## src/rtl/mem_load_unit.sv

```systemverilog
// mem_load_unit
//   Single-outstanding load unit. Accepts a byte/halfword/word load request,
//   checks its alignment, reads one aligned word from memory with a fixed
//   latency, then extracts and extends the addressed lane.
//
// Ports
//   clk         in   1   clock, all state on rising edge
//   reset       in   1   synchronous active-high reset
//   start       in   1   load request, sampled only while busy=0
//   load_type   in   2   00 word, 01 halfword, 10 byte, 11 reserved (error)
//   sign_ext    in   1   1 sign-extend, 0 zero-extend (halfword/byte)
//   addr        in   32  byte address of the load
//   mem_addr    out  32  word-aligned memory address (holds between reads)
//   mem_rd_en   out  1   memory read enable, high for the whole wait window
//   mem_rdata   in   32  memory read data, MEM_LATENCY cycles after mem_addr
//   busy        out  1   transaction in progress
//   done        out  1   one-cycle completion pulse
//   load_data   out  32  extended result, holds until the next done
//   misaligned  out  1   error flag, meaningful while done=1
module mem_load_unit #(
    parameter int MEM_LATENCY = 2
) (
    input  logic        clk,
    input  logic        reset,
    input  logic        start,
    input  logic [1:0]  load_type,
    input  logic        sign_ext,
    input  logic [31:0] addr,
    output logic [31:0] mem_addr,
    output logic        mem_rd_en,
    input  logic [31:0] mem_rdata,
    output logic        busy,
    output logic        done,
    output logic [31:0] load_data,
    output logic        misaligned
);

    localparam logic [1:0] IDLE    = 2'd0;
    localparam logic [1:0] WAIT    = 2'd1;
    localparam logic [1:0] CAPTURE = 2'd2;

    localparam logic [3:0] LAT_INIT = 4'(MEM_LATENCY);

    localparam logic [1:0] LT_WORD = 2'b00;
    localparam logic [1:0] LT_HALF = 2'b01;
    localparam logic [1:0] LT_BYTE = 2'b10;

    logic [1:0]  state;
    logic [3:0]  cnt;

    // Operands latched at acceptance; only the byte offset is needed after
    // the memory address has been issued.
    logic [1:0]  off_q;
    logic [1:0]  type_q;
    logic        sext_q;
    logic        err_q;
    logic [31:0] rdata_p0;

    logic        accept;
    logic        req_ok;
    logic        last_wait;

    // Reserved load_type falls through to "not aligned" and is reported
    // through the same error path as a misaligned access.
    function automatic logic is_aligned(input logic [1:0] lt, input logic [1:0] a);
        case (lt)
            LT_WORD: is_aligned = (a == 2'b00);
            LT_HALF: is_aligned = (a[0] == 1'b0);
            LT_BYTE: is_aligned = 1'b1;
            default: is_aligned = 1'b0;
        endcase
    endfunction

    // Little-endian lane select followed by sign or zero extension.
    // sign_ext is irrelevant for full words.
    function automatic logic [31:0] extend_load(input logic [1:0]  lt,
                                                input logic        sx,
                                                input logic [1:0]  off,
                                                input logic [31:0] rd);
        logic signed [15:0] h;
        logic signed [7:0]  b;
        logic signed [31:0] r;
        h = off[1] ? rd[31:16] : rd[15:0];
        case (off)
            2'd0:    b = rd[7:0];
            2'd1:    b = rd[15:8];
            2'd2:    b = rd[23:16];
            default: b = rd[31:24];
        endcase
        case (lt)
            LT_WORD: r = rd;
            LT_HALF: r = sx ? 32'(h) : {16'h0, h};
            LT_BYTE: r = sx ? 32'(b) : {24'h0, b};
            default: r = 32'sh0;
        endcase
        extend_load = r;
    endfunction

    assign accept    = (state == IDLE) && start;
    assign req_ok    = is_aligned(load_type, addr[1:0]);
    assign last_wait = (state == WAIT) && (cnt == 4'd1);

    assign busy      = (state != IDLE);
    assign mem_rd_en = (state == WAIT);

    // Stage p0: operand latch at acceptance, read data at end of the wait window
    always_ff @(posedge clk) begin
        if (accept) begin
            off_q  <= addr[1:0];
            type_q <= load_type;
            sext_q <= sign_ext;
            err_q  <= !req_ok;
        end
        if (last_wait) begin
            rdata_p0 <= mem_rdata;
        end
    end

    // Control FSM and registered outputs
    always_ff @(posedge clk) begin
        if (reset) begin
            state      <= IDLE;
            cnt        <= 4'd0;
            done       <= 1'b0;
            mem_addr   <= 32'h0;
            load_data  <= 32'h0;
            misaligned <= 1'b0;
        end else begin
            done <= 1'b0;
            case (state)
                IDLE: begin
                    if (start) begin
                        cnt <= LAT_INIT;
                        if (req_ok) begin
                            mem_addr <= {addr[31:2], 2'b00};
                            state    <= WAIT;
                        end else begin
                            // Error requests skip the memory entirely.
                            state <= CAPTURE;
                        end
                    end
                end
                WAIT: begin
                    cnt <= cnt - 4'd1;
                    if (cnt == 4'd1) begin
                        state <= CAPTURE;
                    end
                end
                CAPTURE: begin
                    state <= IDLE;
                    done  <= 1'b1;
                    if (err_q) begin
                        load_data  <= 32'h0;
                        misaligned <= 1'b1;
                    end else begin
                        load_data  <= extend_load(type_q, sext_q, off_q, rdata_p0);
                        misaligned <= 1'b0;
                    end
                end
                default: begin
                    state <= IDLE;
                end
            endcase
        end
    end

endmodule

```

## config.mk

```make
export PLATFORM = sky130hd
export DESIGN_NAME = mem_load_unit
export DESIGN_NICKNAME = d
export VERILOG_FILES = /design/src/rtl/mem_load_unit.sv
export SDC_FILE = /design/constraint.sdc
export NUM_CORES = 1
export LEC_CHECK = 0
export ABC_CLOCK_PERIOD_IN_PS = 2900
export BUFFER_PORTS_ARGS = -buffer_cell sky130_fd_sc_hd__buf_4
export CORE_UTILIZATION = 41
export CTS_CLUSTER_DIAMETER = 120
export CTS_CLUSTER_SIZE = 10
export DETAILED_ROUTE_END_ITERATION = 8
export GPL_TIMING_DRIVEN = 0
export PLACE_DENSITY = 0.65
export SLEW_MARGIN = 20
export SYNTH_ARGS = -nofsm -noshare
export SYNTH_HDL_FRONTEND = slang
export SYNTH_SLANG_ARGS = --single-unit
```

## constraint.sdc

```tcl
create_clock -name clk -period 2.9 [get_ports clk]
set_input_delay 0.435 -clock clk [delete_from_list [all_inputs] [get_ports clk]]
set_output_delay 0.435 -clock clk [all_outputs]
set_load 0.005 [all_outputs]
```

==> flow_summary.toml <==
[die]
die_x_microns = 110.1
die_h_microns = 110.1
row_count = 39
die_area_sq_um = 12130
start_util = 0.4198
io_pins = 138
core_sq_um = 11420

[finish]
drive_gt1_frac = 0.3350
synthToLayoutAreaGrowth_pct = 31.40
antenna_cells = 0
multi_input_area_sq_um = 2034
layout_common_cells = "138 x buf_4, 70 x dfxtp_1, 69 x a21oi_1"
seq_area_sq_um = 2542
postLayoutCellArea_sq_um = 6299
num-fill-cells = 1046
layout_commonest_cell = "buf_4"
post-route-util = 0.5516
nNetsFinal = 679

[power]
ir_worst_vdd_uv = 478.4
p_per_area_nw_per_um2 = 520.3
p_total_w = 0.003277
leakage_nw = 2.371

[clock_network]
h-tree-depth = 3
post_cts_buffers = 0
cts-root-buf = "clkbuf_16"
clock_latency_ns = 0.36
cts.clk_slew.worst_paths_ns = 0.07
post_cts_resized = 0
cts.sinks = 108
cts_buffers = 9
clockBufferDepth = 2
cts_tree = "yes"
hold_buffers = 0

[route]
top_layer = "met4"
dr_wl_met2_microns = 6520
first_pass_iters = 5
drc = 0
num_vias = 4304
dr.first_iter.drc_count = 330
wl_per_cell_microns = 18.18
routed_wl_microns = 13730
routed-wl-met3_microns = 963
drt.antenna.violating_nets = 0
wl_met1_microns = 5994
viasPerCell = 5.701

[timing]
fin_setup_tns_ns = 0
fin_crit_ns = 2.023
grt_setup_unrepaired = "false"
fmax_mhz = 494.3
setup_viol = 0
relSlewSlack = 0.5069
slew_violations = 0
tightestPinTransition_ns = 0.7397
fin_skew_ns = 0.006689
hold_viol_final = 0
fin_ws_ns = 0.8771
fin_crit_sh = 0.6976

[synth]
synth-seq-cells = 108
synth_ff_type = "dfxtp_1"
yosysWarnings = 0
syn_area_per_cell_sq_um = 10.42
async_flop_share = 0
ys_types = 47
synth_edf_count = 38
netlist_instances = 460
syn-cell-area_sq_um = 4793
ys_seq_area_frac = 0.5304

[placement]
place_congestion = 0.8420
io_buffers = 134
hpwl_microns = 9975
placed_cell_area_sq_um = 6017
dp_slack_ns = 0.8059

[critical_path]
crit_fanout = 10
cp-end-kind = "flip-flop"
crit_type = "flip-flop to flip-flop"
cp.arrival_ns = 2.29
startpoint_type = "flip-flop"
cp_data_required_time_ns = 3.17
max_stage_delay_ns = 0.58
crit_chain = "nor2_1 > clkbuf_1 > a22oi_1 > a211oi_2"
crit_slowest_cell = "edfxtp_1"

[grt]
grt_usage = 0.2327
grt_pass1_vias = 4050
antenna_found_initial = 0
grt_max_degree = 20
overflow = 0
grt_first_pass_wirelength_microns = 20890

[run]
drv_cap = 0

[min_path]
min_path_type = "primary input to flip-flop"

[outcome]
outcome = "complete, no violations"
-- worst max-delay path, delay by kind of cell (launching register included) --
kind,cells,cell delay (ns)
compound gates,2,0.39
buf+inv,1,0.41
flops,1,0.58
simple gates,1,0.54
-- worst paths after layout --
| check | cells past startpoint | startpoint | to | slack (ns) |
|---|---|---|---|---|
| max | 4 | type_q[0] | load_data[29] | 0.88 |
| min | 1 | mem_rdata[19] | rdata_p0[19] | 0.25 |
| min reg2reg | 2 | mem_addr[7] | mem_addr[7] | 0.48 |
| max reg2reg | 4 | type_q[0] | load_data[29] | 0.88 |
-- logic make-up (layout without fill, tap and decap cells) --
family	count (synthesis)	count (layout)	synth area share
AO/OA/AOI/OAI	182	182	0.2621
AND/OR/NAND/NOR	95	95	0.1102
adder cells (fa/ha/maj)	2	2	0.005220
multiplexers	20	20	0.04385
buffers and inverters	52	203	0.04751
other	1	2	0.0007823
flip-flops	108	108	0.5304
-- through the flow --
| stage | std cells | hold WS [ns] |
|---|---|---|
| 6_report | 755 | 0.2525 |
| 5_1_grt | 755 | 0.2447 |
| 4_1_cts | 755 | 0.2424 |
| 3_5_place_dp | 739 | 0.4751 |
| 3_3_place_gp | 738 | 0.4669 |
| 2_1_floorplan | 461 | 0.4749 |
-- synthesized netlist by cell type (4+ instances only) --
library cell | instances | area share
a211oi_2 | 17 | 0.044
buf_2 | 14 | 0.015
buf_4 | 4 | 0.0063
a22oi_1 | 18 | 0.028
inv_1 | 4 | 0.0031
a211oi_1 | 14 | 0.022
mux2i_1 | 12 | 0.025
o21ai_1 | 31 | 0.032
nor2b_1 | 17 | 0.022
a32o_1 | 9 | 0.019
dfxtp_1 | 70 | 0.29
a21oi_1 | 69 | 0.072
clkbuf_1 | 24 | 0.019
nand3_1 | 31 | 0.032
o221ai_1 | 6 | 0.011
nand3b_1 | 7 | 0.011
edfxtp_1 | 38 | 0.24
nor2_1 | 18 | 0.014
mux2_1 | 7 | 0.016
or2_2 | 8 | 0.010
o22ai_1 | 6 | 0.0078
-- power by group --
| part | total [W] | switching [W] | internal (W) | leakage [nW] |
|---|---|---|---|---|
| combinational | 0.000454 | 0.000257 | 0.000197 | 1.32 |
| sequential | 0.00164 | 0.0000311 | 0.00161 | 0.913 |
| clock | 0.00118 | 0.000566 | 0.000617 | 0.142 |
| total | 0.00328 | 0.000854 | 0.00242 | 2.37 |
-- layout make-up --
cell class                 instances  area share
clock buffer                      11     0.03854
clock inverter                     5    0.006158
sequential                       108      0.4037
tap                              143     0.02841
multi-input combinational        301      0.3230
inverter                           8    0.004768
timing repair buffer             135      0.1641
buffer                            44     0.03139
-- sequential cells by signal, summed over array words and instances, names as in the netlist --
register    count
rdata_p0       32
off_q           2
done            1
mem_addr       30
cnt             4
err_q           1
sext_q          1
type_q          2
misaligned      1
load_data      32
state           2
-- per-layer routing --
layer | track usage | vias to the layer above
li1 | - | 2028
met1 | 0.3054 | 2103
met2 | 0.3688 | 152
met3 | 0.05820 | 21
met4 | 0.09117 | 0
met5 | 0 | -
No activity file was read; power rests on OpenSTA's default activity.
